`src/rtl/uart_tx_sched_pkg.sv`:
```
// Shared definitions for the uart_tx_sched scheduler: state encoding,
// default line settings and the frame-timing derivations.
package uart_tx_sched_pkg;

    // Default line settings, shared with the uart_tx/uart_rx instances
    localparam int DEF_BAUD_RATE = 32'sd9600;
    localparam int DEF_CLK_FREQ  = 32'sd50_000_000;

    // Scheduler FSM encoding
    typedef enum logic [1:0] {
        ST_IDLE  = 2'd0,
        ST_START = 2'd1,
        ST_WAIT  = 2'd2
    } sched_state_e;

    // Clock cycles per bit period (integer division, truncating)
    function automatic int calc_bit_cnt(input int clk_hz, input int baud);
        return clk_hz / baud;
    endfunction

    // Clock cycles per frame: start + 8 data + stop, plus optional idle bits
    function automatic int calc_frame_cnt(input int clk_hz, input int baud, input int stop_gap);
        return calc_bit_cnt(clk_hz, baud) * (32'sd10 + stop_gap);
    endfunction

endpackage

```
`src/rtl/uart_tx_sched_rr_arb2.sv`:
```
// Two-way round-robin arbiter. With a single request that requester wins;
// with both, the one that did not win last time wins. Output is one-hot or zero.
module uart_tx_sched_rr_arb2
    import uart_tx_sched_pkg::*;
(
    input  logic [1:0] req,
    input  logic       last_grant,
    input  logic       en,
    output logic [1:0] gnt,
    output logic       gnt_id
);

    logic [1:0] gnt_raw_s;

    // Pick a winner from the request vector, then gate with enable
    always_comb begin
        gnt_raw_s = 2'b00;
        gnt_id    = 1'b0;
        case (req)
            2'b01: begin
                gnt_raw_s = 2'b01;
                gnt_id    = 1'b0;
            end
            2'b10: begin
                gnt_raw_s = 2'b10;
                gnt_id    = 1'b1;
            end
            2'b11: begin
                if (last_grant) begin
                    gnt_raw_s = 2'b01;
                    gnt_id    = 1'b0;
                end else begin
                    gnt_raw_s = 2'b10;
                    gnt_id    = 1'b1;
                end
            end
            default: begin
                gnt_raw_s = 2'b00;
                gnt_id    = 1'b0;
            end
        endcase
        if (en) begin
            gnt = gnt_raw_s;
        end else begin
            gnt = 2'b00;
        end
    end

endmodule

```
`src/rtl/uart_tx_sched.sv`:
```
// Round-robin byte scheduler in front of uart_tx. Accepts one byte from one of
// two valid/ready requesters, pulses flag_begin with the byte on ser_to_para,
// then holds off for one frame time since uart_tx has no busy indication.
module uart_tx_sched
    import uart_tx_sched_pkg::*;
#(
    parameter int UART_BAUD_RATE = DEF_BAUD_RATE,
    parameter int CLK_FREQ       = DEF_CLK_FREQ,
    parameter int STOP_GAP       = 32'sd0
)(
    input  logic       sys_clk,
    input  logic       sys_rstn,
    input  logic       tx_en,
    input  logic       req0_valid,
    input  logic [7:0] req0_data,
    output logic       req0_ready,
    input  logic       req1_valid,
    input  logic [7:0] req1_data,
    output logic       req1_ready,
    output logic       flag_begin,
    output logic [7:0] ser_to_para,
    output logic       busy,
    output logic       grant_id,
    output logic       frame_done
);

    localparam int FRAME_CNT = calc_frame_cnt(CLK_FREQ, UART_BAUD_RATE, STOP_GAP);
    localparam int CNT_W     = $clog2(FRAME_CNT + 32'sd1);

    localparam logic [CNT_W-1:0] CNT_LOAD = CNT_W'(FRAME_CNT - 32'sd1);
    localparam logic [CNT_W-1:0] CNT_ZERO = CNT_W'(0);
    localparam logic [CNT_W-1:0] CNT_ONE  = CNT_W'(1);

    sched_state_e     state_r;
    sched_state_e     state_s;
    logic [CNT_W-1:0] cnt_r;
    logic [CNT_W-1:0] cnt_s;
    logic             last_grant_r;
    logic             grant_id_r;
    logic [7:0]       ser_to_para_r;
    logic             flag_begin_r;
    logic             busy_r;
    logic             frame_done_r;

    logic [1:0]       gnt_s;
    logic             gnt_id_s;
    logic             arb_en_s;
    logic             accept_s;
    logic [7:0]       data_s;

    // Ready only while idle and enabled; the reset term keeps ready low during reset
    assign arb_en_s = tx_en & (state_r == ST_IDLE) & sys_rstn;

    uart_tx_sched_rr_arb2 u_arb (
        .req        ({req1_valid, req0_valid}),
        .last_grant (last_grant_r),
        .en         (arb_en_s),
        .gnt        (gnt_s),
        .gnt_id     (gnt_id_s)
    );

    assign req0_ready = gnt_s[0];
    assign req1_ready = gnt_s[1];
    assign accept_s   = gnt_s[0] | gnt_s[1];

    // Next-state and counter logic. The counter is loaded on accept and runs
    // through START and WAIT, so flag_begin plus the hold-off spans exactly
    // FRAME_CNT cycles and back-to-back starts are FRAME_CNT+1 cycles apart.
    always_comb begin
        state_s = state_r;
        cnt_s   = cnt_r;
        data_s  = req0_data;
        case (state_r)
            ST_IDLE: begin
                if (accept_s) begin
                    state_s = ST_START;
                    cnt_s   = CNT_LOAD;
                end else begin
                    state_s = ST_IDLE;
                    cnt_s   = CNT_ZERO;
                end
            end
            ST_START: begin
                state_s = ST_WAIT;
                if (cnt_r != CNT_ZERO) begin
                    cnt_s = cnt_r - CNT_ONE;
                end else begin
                    cnt_s = CNT_ZERO;
                end
            end
            ST_WAIT: begin
                if (cnt_r == CNT_ZERO) begin
                    state_s = ST_IDLE;
                    cnt_s   = CNT_ZERO;
                end else begin
                    state_s = ST_WAIT;
                    cnt_s   = cnt_r - CNT_ONE;
                end
            end
            default: begin
                state_s = ST_IDLE;
                cnt_s   = CNT_ZERO;
            end
        endcase
        if (gnt_s[1]) begin
            data_s = req1_data;
        end else begin
            data_s = req0_data;
        end
    end

    // FSM state and frame counter registers
    always_ff @(posedge sys_clk or negedge sys_rstn) begin
        if (!sys_rstn) begin
            state_r <= ST_IDLE;
            cnt_r   <= CNT_ZERO;
        end else begin
            state_r <= state_s;
            cnt_r   <= cnt_s;
        end
    end

    // Registered outputs and arbitration history, all derived from the next state
    always_ff @(posedge sys_clk or negedge sys_rstn) begin
        if (!sys_rstn) begin
            flag_begin_r  <= 1'b0;
            busy_r        <= 1'b0;
            frame_done_r  <= 1'b0;
            ser_to_para_r <= 8'hFF;
            grant_id_r    <= 1'b0;
            last_grant_r  <= 1'b1;
        end else begin
            flag_begin_r <= (state_s == ST_START);
            busy_r       <= (state_s != ST_IDLE);
            frame_done_r <= (state_s == ST_WAIT) && (cnt_s == CNT_ZERO);
            if (accept_s) begin
                ser_to_para_r <= data_s;
                grant_id_r    <= gnt_id_s;
                last_grant_r  <= gnt_id_s;
            end
        end
    end

    assign flag_begin  = flag_begin_r;
    assign busy        = busy_r;
    assign frame_done  = frame_done_r;
    assign ser_to_para = ser_to_para_r;
    assign grant_id    = grant_id_r;

endmodule

```
`config.mk`:
```
export PLATFORM = sky130hd
export DESIGN_NAME = uart_tx_sched
export DESIGN_NICKNAME = d
export VERILOG_FILES = /design/src/rtl/uart_tx_sched_pkg.sv /design/src/rtl/uart_tx_sched_rr_arb2.sv /design/src/rtl/uart_tx_sched.sv
export SDC_FILE = /design/constraint.sdc
export NUM_CORES = 1
export LEC_CHECK = 0
export CELL_PAD_IN_SITES_DETAIL_PLACEMENT = 1
export CELL_PAD_IN_SITES_GLOBAL_PLACEMENT = 1
export CORE_ASPECT_RATIO = 0.8
export CORE_MARGIN = 1.5
export CORE_UTILIZATION = 35
export DETAILED_ROUTE_END_ITERATION = 6
export PLACE_DENSITY = 0.81
export SETUP_SLACK_MARGIN = 0.02
export SYNTH_ARGS = -nofsm -noshare
export SYNTH_HDL_FRONTEND = slang
export SYNTH_SLANG_ARGS = --single-unit
```
`constraint.sdc`:
```
create_clock -name sys_clk -period 3.03 [get_ports sys_clk]
set_clock_uncertainty 0.2 [all_clocks]
set_input_delay 0.606 -clock sys_clk [delete_from_list [all_inputs] [get_ports sys_clk]]
set_output_delay 0.606 -clock sys_clk [all_outputs]
set_load 0.02 [all_outputs]
```
==> out/qor.csv, run 1 <==
stage;metric;value;unit
run_status;status;complete, no violations;
min_path;worst hold start;last_grant_r;
worst_setup_path;critical path's largest stage delay;0.52;ns
yosys;area fraction of the dominant cell type after synthesis;0.3159;
cells_and_area;share of cells above drive strength 1;0.1514;
floorplanning;die area;5414;um2
timing;hold_ws;0.3051;ns
clock_network;total setup buffers inserted after CTS;0;
clock_network;Num CTS Buffers;5;
grt;Tot GR Track Use;0.1899;
flow_run;max-cap violations;0;
yosys;Post-synth EDFFs;0;
worst_setup_path;slowest CP cell;clkdlybuf4s50_1;
yosys;largest cells by area after synthesis;dfrtp_1, dfstp_2, xnor2_1;
worst_setup_path;crit end category;output port;
yosys;yosys warns;0;
routing;Iteration-0 DRC Markers;26;
clock_network;Worst-path clk slew;0.06;ns
yosys;mapped cell area;1743;um2
floorplanning;initial cell density of the core;0.3725;
worst_setup_path;Critical path buffers and inverters;3;
timing;final setup vio count;0;
power_and_ir_drop;VDD IR max;0.6700;mV
routing;DR vias;1496;
timing;PnR worst setup slack;0.2377;ns
clock_network;CTS H-tree depth;2;
power_and_ir_drop;Static Leak;0.9844;nW
yosys;fraction of registers with async set/reset;1.000;
routing;DR vias/cell;5.381;
power_and_ir_drop;logic gate share of total power;0.510;
worst_setup_path;Crit Path Class;primary input to output port;
power_and_ir_drop;P per Cell Area;1061;nW/um2
cells_and_area;Final nets;239;
floorplanning;io pins;35;
power_and_ir_drop;sequential share of power;0.349;
clock_network;cts hold-fix bufs;0;
routing;Post-route DRC;0;
clock_network;root buffer cell;clkbuf_8;
floorplanning;die width;81.90;um
cells_and_area;final core utilization;0.4767;
power_and_ir_drop;Internal;1.372;mW
yosys;top-count cell post-synth;dfrtp_1;
yosys;FF+latch count, synth;31;
timing;Max Transition Viols Final;0;
power_and_ir_drop;Psw;994.2;uW
worst_setup_path;Top Family by Delay on Critical Path;buffers and inverters;
grt;first-pass GRT wire length;7.458;mm
worst_setup_path;worst r2r path cells;8;
routing;Pre-antenna DRT Iters;4;
worst_setup_path;crit path cell chain;clkdlybuf4s50_1 -> nand2_1 -> nor3_2 -> nand3_1 -> inv_1 -> dlygate4sd2_1;
routing;Detail Route Antenna Nets;0;
worst_setup_path;crit start category;primary input;
grt;GRT overflow;0;
timing;Max Fclk;358.1;MHz
yosys;mean post-synth cell area;9.524;um2
worst_setup_path;critical path fanouts, max;3;
timing;Slew Limit Headroom;0.7177;
clock_network;Clock Latency Late Sink;0.28;ns
cells_and_area;Fillers;546;
yosys;Post-synth top cells;dfrtp_1, nor2_1, o21ai_0, a21oi_1, xnor2_1;
grt;initial antenna violation count;0;
grt;largest net degree at the start of global routing;33;
routing;routed len/inst;16.86;um
placement;Final Wtd Congestion;0.7659;
floorplanning;DIE HEIGHT;66.12;um
timing;Final period util;0.9216;
routing;routed wire length;4.686;mm
worst_setup_path;r2r startpoint;cnt_r[0];
timing;Worst-Margin Slew;0.4225;ns
power_and_ir_drop;sw frac;0.4201;
min_path;worst hold path depth;2;
floorplanning;Rows;22;
yosys;post-synthesis cell type count;43;
yosys;largest area contributor in the netlist;dfrtp_1;
yosys;ys flop type;dfrtp_1;
clock_network;CTS tree;done;
clock_network;CTS-repair resized insts;3;
yosys;syn_nets;205;
cells_and_area;Antenna Cells;0;
timing;setup tns final;0;ns
floorplanning;CORE AREA;4679;um2
timing;Hold Vio Cnt, Final;0;
placement;hpwl dp;3.423;mm
clock_network;CTS Buffer Depth;2;
placement;PortBufs;34;
clock_network;CTS Sinks;31;
yosys;sequential share of the synthesized area;0.4515;
cells_and_area;P&R area growth vs syn;28.00;%
power_and_ir_drop;post-layout power;2.366;mW
grt;number of global-route vias before repair;1479;
worst_setup_path;CP Depth;6;
timing;RSZ-0062 raised after global routing;no;
worst_setup_path;Crit path required time;2.22;ns
worst_setup_path;CP startpoint;sys_rstn;
power_and_ir_drop;Clock Power Share;0.142;
yosys;Mapped Cells;183;
placement;pre-CTS setup slack;-0.1486;ns
worst_setup_path;Critical Path AT;1.99;ns
min_path;Hold Path Class;flip-flop to flip-flop;
timing;fin crit period;2.792;ns
-- registers in the layout, summed over array words and instances (netlist names) --
signal and count:
busy 1, cnt_r 16, flag_begin 1, frame_done 1, grant_id 1, last_grant_r 1, ser_to_para 8, state_r 2
-- routing by layer --
metal	global-route usage	share of wire
met1	0.2647	0.48
met2	0.2766	0.47
met3	0.04276	0.026
met4	0.08898	0.020
met5	0	0
-- worst paths after layout --
kind,slack [ns],endpoint
worst max-delay path,0.24,req1_ready
worst min-delay path,0.31,last_grant_r
worst max register to register,0.49,frame_done
worst min register to register,0.31,last_grant_r
max in group asynchronous,1.69,last_grant_r
min in group asynchronous,0.62,cnt_r[4]
-- cell usage in the layout (no fill, tap or decap), types with 8 or more instances in the layout --
cell type        netlist  final
o21ai_0               16     16
dfrtp_1               22     22
nand2_1                9      9
a21oi_1               12     12
nor2_1                18     18
clkdlybuf4s50_1        0     32
nor3_1                 9      8
buf_4                  2      8
mux2i_1                8      8
xnor2_1               11     11
dfstp_2                9      9
-- cells by family after synthesis --
| kind of cell | Yosys count | share of synthesized area |
|---|---|---|
| adders and majority gates | 1 | 0.007178 |
| muxes | 8 | 0.04595 |
| buffers and inverters | 22 | 0.06174 |
| xor gates and xnor gates | 14 | 0.07035 |
| and+or+nand+nor | 65 | 0.2089 |
| DFF | 31 | 0.4515 |
| AOI/OAI and AO/OA | 42 | 0.1544 |
-- through the flow --
stage | instance area, um2 | cells
CTS | 2231 | 278
global placement | 2137 | 270
detailed placement | 2137 | 270
finish | 2231 | 278
global route | 2231 | 278
floorplan | 1743 | 183
-- power by group through the flow --
stage	clock network [mW]	registers (mW)	logic, mW
final	0.335	0.825	1.21
after global routing	0.357	0.853	1.33
after CTS	0.345	0.824	1.22
after detailed placement	0	0.826	1.20
after global placement	0	0.813	1.16
after floorplan	0	0.831	0.818
-- tightest hold or removal path, stage by stage, from the launching register on --
cell     delay, ns
dfstp_2       0.38
nand2_1       0.07
nand2_1       0.06
-- area by class of cell --
type	instances	area [um2]	share of cell area
clock buffer	7	86.33	0.03870
timing repair buffer	42	397.9	0.1784
tap	60	75.07	0.03365
inverter	7	26.28	0.01178
clock inverter	1	5.005	0.002243
sequential	31	787.0	0.3528
multi-input combinational	130	853.3	0.3825
Power figures use the tool's default switching activity.
==> inputs of run 2 (changes only) <==
CAP_MARGIN = 20   (was not set)
PLACE_DENSITY = 0.8   (was 0.81)
==> out/qor.csv, run 2 (synthesized netlist as in run 1, its figures left out) <==
stage;metric;value;unit;change
clock_network;Num CTS Buffers;5;;unchanged
timing;RSZ-0062 raised after global routing;no;;
min_path;Hold Path Class;flip-flop to flip-flop;;
timing;Max Fclk;353.6;MHz;-1.3%
worst_setup_path;Crit Path Class;primary input to output port;;
run_status;status;complete, no violations;;
worst_setup_path;most frequent CP cell;nand2_1;;
clock_network;total setup buffers inserted after CTS;0;;unchanged
timing;Hold Vio Cnt, Final;0;;unchanged
timing;Final period util;0.9333;;+0.01175
timing;hold_ws;0.2733;ns;-0.03171 ns
routing;DR vias;1470;;-1.7%
cells_and_area;number of flip-flops in the largest register;16;;unchanged
clock_network;cts hold-fix bufs;0;;unchanged
power_and_ir_drop;post-layout power;2.333;mW;-1.4%
clock_network;CTS-repair resized insts;2;;-1
clock_network;CTS H-tree depth;2;;unchanged
power_and_ir_drop;P per Cell Area;1053;nW/um2;-0.69%
timing;fin crit period;2.828;ns;+0.03559 ns
worst_setup_path;crit start category;primary input;;
placement;PortBufs;34;;unchanged
cells_and_area;share of cells above drive strength 1;0.1435;;-0.007858
clock_network;Clock Latency Late Sink;0.28;ns;about the same
timing;Slew Limit Headroom;0.7204;;+0.002695
routing;Pre-antenna DRT Iters;4;;unchanged
cells_and_area;final core utilization;0.4733;;-0.003476
grt;GRT overflow;0;;unchanged
worst_setup_path;crit end category;output port;;
worst_setup_path;crit path cell chain;clkdlybuf4s50_1 -> nand2_1 -> nor3_1 -> nand2_1 -> a21oi_1 -> dlygate4sd2_1;;
floorplanning;DIE HEIGHT;66.12;um;unchanged
worst_setup_path;slowest CP cell;clkdlybuf4s50_1;;
grt;first-pass GRT wire length;7.458;mm;unchanged
cells_and_area;P&R area growth vs syn;27.06;%;
cells_and_area;Antenna Cells;0;;unchanged
cells_and_area;Final nets;238;;-0.42%
cells_and_area;most common cell after layout, fill and taps aside;clkdlybuf4s50_1;;
routing;Post-route DRC;0;;unchanged
grt;largest net degree at the start of global routing;33;;unchanged
floorplanning;initial cell density of the core;0.3725;;unchanged
worst_setup_path;Crit path required time;2.22;ns;about the same
grt;Tot GR Track Use;0.1921;;+0.002169
placement;Final Wtd Congestion;0.7890;;+3.0%
routing;DR vias/cell;5.326;;-1.0%
worst_setup_path;critical path fanouts, max;3;;unchanged
power_and_ir_drop;Static Leak;0.9763;nW;-0.82%
timing;Worst-Margin Slew;0.4155;ns;-0.006960 ns
clock_network;root buffer cell;clkbuf_8;;
routing;Iteration-0 DRC Markers;98;;+280%
grt;initial antenna violation count;0;;unchanged
worst_setup_path;critical path's largest stage delay;0.52;ns;about the same
routing;Detail Route Antenna Nets;0;;unchanged
floorplanning;CORE AREA;4679;um2;unchanged
clock_network;CTS tree;done;;
floorplanning;io pins;35;;unchanged
cells_and_area;Most flops, register;cnt_r;;
worst_setup_path;Critical Path AT;2.02;ns;+0.03 ns
clock_network;CTS Buffer Depth;2;;unchanged
routing;routed wire length;4.463;mm;-4.8%
flow_run;max-cap violations;0;;unchanged
floorplanning;die area;5414;um2;unchanged
routing;routed len/inst;16.17;um;-4.1%
timing;final setup vio count;0;;unchanged
power_and_ir_drop;VDD IR max;0.5130;mV;-23%
cells_and_area;commonest non-fill, non-tap cells in the layout;clkdlybuf4s50_1, dfrtp_1, nor2_1;;
clock_network;CTS Sinks;31;;unchanged
floorplanning;Rows;22;;unchanged
worst_setup_path;R2R setup slack;0.34;ns;-0.15 ns
timing;Max Transition Viols Final;0;;unchanged
floorplanning;die width;81.90;um;unchanged
placement;hpwl dp;3.245;mm;-5.2%
clock_network;Worst-path clk slew;0.06;ns;about the same
grt;number of global-route vias before repair;1468;;-0.74%
## run 2: changes by cell type in the layout (fill, tap and decap cells not counted)
cell	delta
buf_4	-1
clkbuf_1	-1
nor3_1	+1
nor3_2	-1
## run 2: path summary, 6_finish.rpt
path / cells past startpoint / to / startpoint
worst max-delay path: 6 / req0_ready / sys_rstn
worst min-delay path: 2 / grant_id / grant_id
worst max register to register: 7 / cnt_r[14] / cnt_r[1]
worst min register to register: 2 / grant_id / grant_id
max in group asynchronous: 2 / ser_to_para[1] / sys_rstn
min in group asynchronous: 2 / cnt_r[4] / sys_rstn
## run 2: per-layer routing
metal | vias to the layer above | GRT usage | wire length, um
li1 | 710 | - | -
met1 | 736 | 0.2726 | 2170
met2 | 17 | 0.2787 | 2098
met3 | 7 | 0.03724 | 106
met4 | 0 | 0.08898 | 88
met5 | - | 0 | 0
## run 2: cell type report
| class | count | area [um2] |
|---|---|---|
| fillers | 546 | 2465 |
| multi-input cells | 130 | 848.3 |
| clock inverters | 1 | 5.005 |
| clock buffers | 6 | 82.58 |
| inverters | 7 | 26.28 |
| flip-flops and latches | 31 | 787.0 |
| well taps | 60 | 75.07 |
| repair buffers | 41 | 390.4 |
## run 2: where the power goes
part / switching, mW / leakage [nW] / total [mW] / internal (mW)
sequential: 0.200 / 0.381 / 0.829 / 0.629
clock: 0.150 / 0.0470 / 0.328 / 0.178
combinational: 0.624 / 0.548 / 1.18 / 0.552
total: 0.974 / 0.976 / 2.33 / 1.36
## run 2: worst max-delay path: cells and delay by family
kind / cells / cell delay, ns
AO/OA/AOI/OAI: 1 / 0.12
AND/OR/NAND/NOR: 3 / 0.43
buffers and inverters: 2 / 0.86
## run 2: through the flow
step	area [um2]	TNS [ns]	setup slack [ns]	cells
global route	2215	0	0.07736	276
detailed placement	2130	-0.1496	-0.07673	269
floorplan	1743	0	0.5535	183
CTS	2215	0	0.2012	276
finish	2215	0	0.2021	276
global placement	2130	-0.09871	-0.07227	269
